## src/rtl/tl_ul_reg_adapter.sv

```systemverilog
// TileLink-UL (Get/PutFull/PutPartial) to simple req/ack register-bus adapter.
// One transaction outstanding; all outputs registered.
module tl_ul_reg_adapter #(
    parameter int unsigned ADDR_WIDTH   = 32,
    parameter int unsigned DATA_WIDTH   = 32,
    parameter int unsigned MASK_WIDTH   = DATA_WIDTH / 8,
    parameter int unsigned SIZE_WIDTH   = 3,
    parameter int unsigned OPCODE_WIDTH = 3,
    parameter int unsigned PARAM_WIDTH  = 3,
    parameter int unsigned TIMEOUT      = 16
) (
    input  logic                    clk,
    input  logic                    reset_n,
    input  logic                    a_valid,
    output logic                    a_ready,
    input  logic [OPCODE_WIDTH-1:0] a_opcode,
    input  logic [PARAM_WIDTH-1:0]  a_param,
    input  logic [SIZE_WIDTH-1:0]   a_size,
    input  logic                    a_source,
    input  logic [ADDR_WIDTH-1:0]   a_address,
    input  logic [MASK_WIDTH-1:0]   a_mask,
    input  logic [DATA_WIDTH-1:0]   a_data,
    output logic                    d_valid,
    input  logic                    d_ready,
    output logic [OPCODE_WIDTH-1:0] d_opcode,
    output logic [PARAM_WIDTH-1:0]  d_param,
    output logic [SIZE_WIDTH-1:0]   d_size,
    output logic                    d_source,
    output logic                    d_sink,
    output logic [DATA_WIDTH-1:0]   d_data,
    output logic                    d_error,
    output logic                    reg_req,
    output logic                    reg_we,
    output logic [ADDR_WIDTH-1:0]   reg_addr,
    output logic [DATA_WIDTH-1:0]   reg_wdata,
    output logic [MASK_WIDTH-1:0]   reg_be,
    input  logic                    reg_ack,
    input  logic [DATA_WIDTH-1:0]   reg_rdata,
    input  logic                    reg_err
);

    localparam logic [OPCODE_WIDTH-1:0] OP_PUT_FULL = OPCODE_WIDTH'(0);
    localparam logic [OPCODE_WIDTH-1:0] OP_PUT_PART = OPCODE_WIDTH'(1);
    localparam logic [OPCODE_WIDTH-1:0] OP_GET      = OPCODE_WIDTH'(4);
    localparam logic [7:0]              CNT_LAST    = 8'(TIMEOUT - 1);

    typedef enum logic [1:0] {
        ST_IDLE = 2'd0,
        ST_BUS  = 2'd1,
        ST_RESP = 2'd2
    } state_e;

    state_e                  state_q;
    logic                    a_ready_q;
    logic                    d_valid_q;
    logic [OPCODE_WIDTH-1:0] d_opcode_q;
    logic [SIZE_WIDTH-1:0]   d_size_q;
    logic                    d_source_q;
    logic [DATA_WIDTH-1:0]   d_data_q;
    logic                    d_error_q;
    logic                    reg_req_q;
    logic                    reg_we_q;
    logic [ADDR_WIDTH-1:0]   reg_addr_q;
    logic [DATA_WIDTH-1:0]   reg_wdata_q;
    logic [MASK_WIDTH-1:0]   reg_be_q;
    logic [7:0]              cnt_q;
    logic                    is_get_q;

    logic                    misaligned_c;
    logic                    illegal_c;
    logic                    a_is_get_c;
    logic                    unused_inputs;

    // a_param carries no meaning for this slave
    assign unused_inputs = ^a_param;

    // Request legality: supported opcode, size up to a word, naturally aligned
    always_comb begin
        misaligned_c = 1'b0;
        case (a_size)
            SIZE_WIDTH'(0): misaligned_c = 1'b0;
            SIZE_WIDTH'(1): misaligned_c = a_address[0];
            SIZE_WIDTH'(2): misaligned_c = |a_address[1:0];
            default:        misaligned_c = 1'b1;
        endcase
        a_is_get_c = (a_opcode == OP_GET);
        illegal_c  = !((a_opcode == OP_PUT_FULL) || (a_opcode == OP_PUT_PART) || a_is_get_c)
                     || (a_size > SIZE_WIDTH'(2)) || misaligned_c;
    end

    // Transaction FSM with all channel and register-bus outputs registered
    always_ff @(posedge clk or negedge reset_n) begin
        if (!reset_n) begin
            state_q     <= ST_IDLE;
            a_ready_q   <= 1'b1;
            d_valid_q   <= 1'b0;
            d_opcode_q  <= '0;
            d_size_q    <= '0;
            d_source_q  <= 1'b0;
            d_data_q    <= '0;
            d_error_q   <= 1'b0;
            reg_req_q   <= 1'b0;
            reg_we_q    <= 1'b0;
            reg_addr_q  <= '0;
            reg_wdata_q <= '0;
            reg_be_q    <= '0;
            cnt_q       <= 8'd0;
            is_get_q    <= 1'b0;
        end else begin
            case (state_q)
                ST_IDLE: begin
                    if (a_valid && a_ready_q) begin
                        a_ready_q  <= 1'b0;
                        d_size_q   <= a_size;
                        d_source_q <= a_source;
                        is_get_q   <= a_is_get_c;
                        cnt_q      <= 8'd0;
                        if (illegal_c) begin
                            state_q    <= ST_RESP;
                            d_valid_q  <= 1'b1;
                            d_opcode_q <= a_is_get_c ? OPCODE_WIDTH'(1) : OPCODE_WIDTH'(0);
                            d_error_q  <= 1'b1;
                            d_data_q   <= '0;
                        end else begin
                            state_q     <= ST_BUS;
                            reg_req_q   <= 1'b1;
                            reg_we_q    <= !a_is_get_c;
                            reg_addr_q  <= {a_address[ADDR_WIDTH-1:2], 2'b00};
                            reg_wdata_q <= a_data;
                            reg_be_q    <= a_mask;
                        end
                    end
                end
                ST_BUS: begin
                    if (reg_ack || (cnt_q == CNT_LAST)) begin
                        state_q    <= ST_RESP;
                        reg_req_q  <= 1'b0;
                        reg_we_q   <= 1'b0;
                        d_valid_q  <= 1'b1;
                        d_opcode_q <= is_get_q ? OPCODE_WIDTH'(1) : OPCODE_WIDTH'(0);
                        // reg_ack wins over a coincident timeout
                        d_error_q  <= reg_ack ? reg_err : 1'b1;
                        d_data_q   <= (reg_ack && is_get_q) ? reg_rdata : '0;
                    end else begin
                        cnt_q <= cnt_q + 8'd1;
                    end
                end
                ST_RESP: begin
                    if (d_ready) begin
                        state_q   <= ST_IDLE;
                        d_valid_q <= 1'b0;
                        a_ready_q <= 1'b1;
                    end
                end
                default: begin
                    state_q   <= ST_IDLE;
                    a_ready_q <= 1'b1;
                    d_valid_q <= 1'b0;
                    reg_req_q <= 1'b0;
                    reg_we_q  <= 1'b0;
                end
            endcase
        end
    end

    assign a_ready   = a_ready_q;
    assign d_valid   = d_valid_q;
    assign d_opcode  = d_opcode_q;
    assign d_param   = '0;
    assign d_size    = d_size_q;
    assign d_source  = d_source_q;
    assign d_sink    = 1'b0;
    assign d_data    = d_data_q;
    assign d_error   = d_error_q;
    assign reg_req   = reg_req_q;
    assign reg_we    = reg_we_q;
    assign reg_addr  = reg_addr_q;
    assign reg_wdata = reg_wdata_q;
    assign reg_be    = reg_be_q;

endmodule

```

## config.mk

```make
export PLATFORM = sky130hd
export DESIGN_NAME = tl_ul_reg_adapter
export DESIGN_NICKNAME = d
export VERILOG_FILES = /design/src/rtl/tl_ul_reg_adapter.sv
export SDC_FILE = /design/constraint.sdc
export NUM_CORES = 1
export LEC_CHECK = 0
export ABC_AREA = 1
export BUFFER_PORTS_ARGS = -buffer_cell sky130_fd_sc_hd__buf_4
export CORE_MARGIN = 5
export CORE_UTILIZATION = 47
export CTS_CLUSTER_SIZE = 8
export DETAILED_ROUTE_END_ITERATION = 8
export HOLD_SLACK_MARGIN = 0.06
export PLACE_DENSITY_LB_ADDON = 0.08
export SLEW_MARGIN = 20
export SYNTH_ARGS = -nofsm -noshare
export SYNTH_HDL_FRONTEND = slang
export SYNTH_SLANG_ARGS = --single-unit
export TNS_END_PERCENT = 10
```

## constraint.sdc

```tcl
create_clock -name clk -period 1.75 [get_ports clk]
set_input_delay 0.2625 -clock clk [delete_from_list [all_inputs] [get_ports clk]]
set_output_delay 0.2625 -clock clk [all_outputs]
set_load 0.02 [all_outputs]
```

==> flow_metrics.py <==
metrics = {
    "clocking": {
        "clock-sinks": 119,
        "path_clk_slew_ps": 60,
        "cts_tree": "done",
        "cts.path.max_buffers": 2,
        "cts_buffers": 17,
        "cts_root_buf": "clkbuf_8",
        "clk-insertion-delay-late_ps": 520,
        "htreeDepth": 4,
    },
    "logic_synthesis": {
        "syn_area_um2": 5009,
        "synth_seq_area_share_pct": 59.48,
        "synth_cells": 575,
        "syn_avg_cell_area_um2": 8.711,
        "ys_ff_latch": 119,
        "ys_types": 29,
        "yosys_warnings": 0,
    },
    "placement": {
        "dp_slack_ps": 83.69,
        "hpwl_um": 10060,
        "io_buffers": 220,
        "dp.cells": 920,
        "place.gp.congestion": 0.8460,
    },
    "detailed_routing": {
        "wirelength_um": 17130,
        "drtPass1Iterations": 7,
        "ant_nets": 0,
        "vias": 5106,
        "drt_iter0_drc": 310,
        "vias_per_cell": 4.817,
        "wl_per_cell_um": 16.16,
        "drc": 0,
    },
    "power": {
        "ir_drop_uv": 1056,
        "switchingPower_w": 0.004537,
        "clock_power_share_pct": 29.3,
        "seq_power_share_pct": 33.8,
        "power_frac_comb_pct": 36.9,
        "p_per_area_nw_per_um2": 1464,
        "cellLeakagePower_nw": 4.745,
        "p_int_w": 0.007898,
        "p_sw_share_pct": 36.48,
    },
    "finish": {
        "final_cells": 1060,
        "drive_gt1_share_pct": 31.82,
        "area_growth_syn_to_layout_pct": 69.65,
        "fill_cells": 610,
        "nets": 1028,
        "diodes": 0,
    },
    "floorplanning": {
        "floorplan.die_area_um2": 12820,
        "start_util_pct": 48.30,
        "die_w_um": 113.2,
        "core_area_um2": 10370,
        "fp.dieH_um": 113.2,
        "ios": 232,
        "rows": 37,
    },
    "critical_path": {
        "cpMostUsedCell": "nand2_1",
        "slowest_delay_ps": 560,
        "critPathKind": "input port to flip-flop",
        "crit_chain": "dlygate4sd3_1, buf_4, nor2_1, nand2_1, inv_1, nand2_1, nand2_1, nand2_1, nand2_8, nand2_1",
        "crit_family": "simple AND/OR/NAND/NOR gates",
        "crit_slowest_cell": "dlygate4sd3_1",
        "crit_buf_inv": 3,
        "cp.arrival_ps": 2060,
        "path_max_fanout": 18,
        "endpoint_kind": "flip-flop",
        "crit_required_ps": 2140,
        "worst_setup_path_start_kind": "input port",
    },
    "sta": {
        "worstMarginPinSlew_ps": 522.4,
        "period_share_pct": 95.58,
        "hold_viol": 0,
        "slew_viol_final": 0,
        "period_minus_slack_ps": 1673,
        "fin_ws_ps": 77.31,
        "setup_viol": 0,
        "slew_headroom_pct": 65.09,
        "fmax_mhz": 597.8,
        "skew_ps": 7.178,
    },
    "global_routing": {
        "grt_pass1_wl_um": 26680,
        "grt_pass1_vias": 5437,
        "grt_max_degree": 53,
        "grt_usage_pct": 26.46,
        "antenna_found_initial": 0,
        "grt_overflow": 0,
    },
    "status": {
        "status": "finished, final reports clean",
    },
    "job": {
        "maxCapViolCount": 0,
    },
    "worst_hold_path": {
        "worstHoldPathType": "input port to flip-flop",
    },
}
## cell usage after synthesis, drive strengths merged
cell | instances | share of area [%]
a21oi | 2 | 0.20
buf | 28 | 4.7
clkbuf | 1 | 0.075
conb | 1 | 0.075
dfrtp | 118 | 59
dfstp | 1 | 0.52
ha | 1 | 0.25
inv | 22 | 1.6
mux2 | 2 | 0.45
nand2 | 351 | 27
nand3 | 13 | 1.5
nand4 | 2 | 0.25
nor2 | 14 | 1.9
nor3 | 1 | 0.10
nor3b | 1 | 0.25
o21ai | 13 | 1.3
o21bai | 2 | 0.30
or2 | 1 | 0.12
xor2 | 1 | 0.17
## power groups by stage
stage | clock [W] | combinational [W] | sequential (W)
final | 0.00365 | 0.00459 | 0.00420
after CTS | 0.00370 | 0.00429 | 0.00416
after floorplan | 0 | 0.00117 | 0.00518
after global placement | 0 | 0.00403 | 0.00413
after global routing | 0.00383 | 0.00493 | 0.00431
after detailed placement | 0 | 0.00410 | 0.00417
## layout by cell type, fill, tap and decap left out, drive strengths merged
cell	instances
xor2	1
inv	24
nand2	353
clkinvlp	5
buf	233
clkinv	3
nor2	14
bufinv	4
nor3	1
a21oi	2
o21ai	13
mux2	2
nor3b	1
dlygate4sd3	104
nand4	2
conb	8
nand3	13
ha	1
or2	1
dfstp	1
clkbuf	18
dfrtp	118
o21bai	2
## cells by family (layout without fill, tap and decap cells)
kind of cell,Yosys count,count (layout),synth area share [%]
adders and majority gates,1,1,0.2498
and+or+nand+nor,383,385,31.35
xor gates and xnor gates,1,1,0.1749
buffers and inverters,51,391,6.420
muxes,2,2,0.4496
AOI/OAI and AO/OA,17,17,1.799
DFF,119,119,59.48
other,1,8,0.07487
## state kept, by name, indices dropped and copies added, names as in the netlist
signal and count:
state_q 2, d_size 3, d_source 1, reg_we 1
reg_wdata 32, cnt_q 8, a_ready 1, reg_req 1
d_error 1, d_opcode 1, d_valid 1, d_data 32
reg_be 4, reg_addr 30, is_get_q 1
## layer usage
layer | track usage [%] | up-vias | part of all wire [%]
met2 | 46.56 | 238 | 51
met3 | 8.824 | 56 | 7.9
met4 | 13.06 | 0 | 3.6
met1 | 28.41 | 2404 | 37
li1 | - | 2408 | -
met5 | 0 | - | 0
## cell type report
| class | count | area (µm²) | share of cell area [%] |
|---|---|---|---|
| multi-input combinational | 414 | 1774 | 20.88 |
| sequential | 119 | 2979 | 35.06 |
| clock buffer | 18 | 427.9 | 5.036 |
| tap | 136 | 170.2 | 2.003 |
| timing repair buffer | 337 | 2865 | 33.72 |
| clock inverter | 14 | 197.7 | 2.327 |
| inverter | 22 | 82.58 | 0.9719 |
## through the flow
step	TNS (ps)	hold slack [ps]	area, µm²	total power [W]	utilization, %
4_1_cts	0	72.76	8436	0.01215	81.35
6_report	0	90.33	8497	0.01244	81.94
2_1_floorplan	0	-33.09	5035	0.006344	-
5_1_grt	-271.0	103.0	8497	0.01307	81.94
3_5_place_dp	0	241.9	6769	0.008274	65.28
3_3_place_gp	0	240.0	6769	0.008167	65.28
## repair_timing
item / 4_1_cts / 5_1_grt
setup buffers: 0 / 2
hold endpoints to repair: 159 / 0
setup endpoints to repair: 0 / 32
gates resized for setup: 0 / 2
hold buffers: 104 / 0
## final timing paths
check	start	to	slack [ps]	cells after the start
worst max-delay path	a_size[2]	d_valid$_DFFE_PN0P_	80	10
worst min-delay path	reg_err	d_error$_DFFE_PN0P_	90	5
worst max register to register	cnt_q[0]$_DFFE_PN0P_	d_data[5]$_DFFE_PN0P_	80	9
max in group asynchronous	reset_n	reg_addr[13]$_DFFE_PN0P_	920	3
min in group asynchronous	reset_n	d_opcode[0]$_DFFE_PN0P_	270	2
worst min register to register	reg_wdata[2]$_DFFE_PN0P_	reg_wdata[2]$_DFFE_PN0P_	470	2
## worst min-delay path, stage by stage
cell and delay [ps]:
buf_4 80, nor2_1 30, nand2_1 50, nand3_1 70, nand2_1 60
Note: power is estimated with default switching activity, not from simulation.
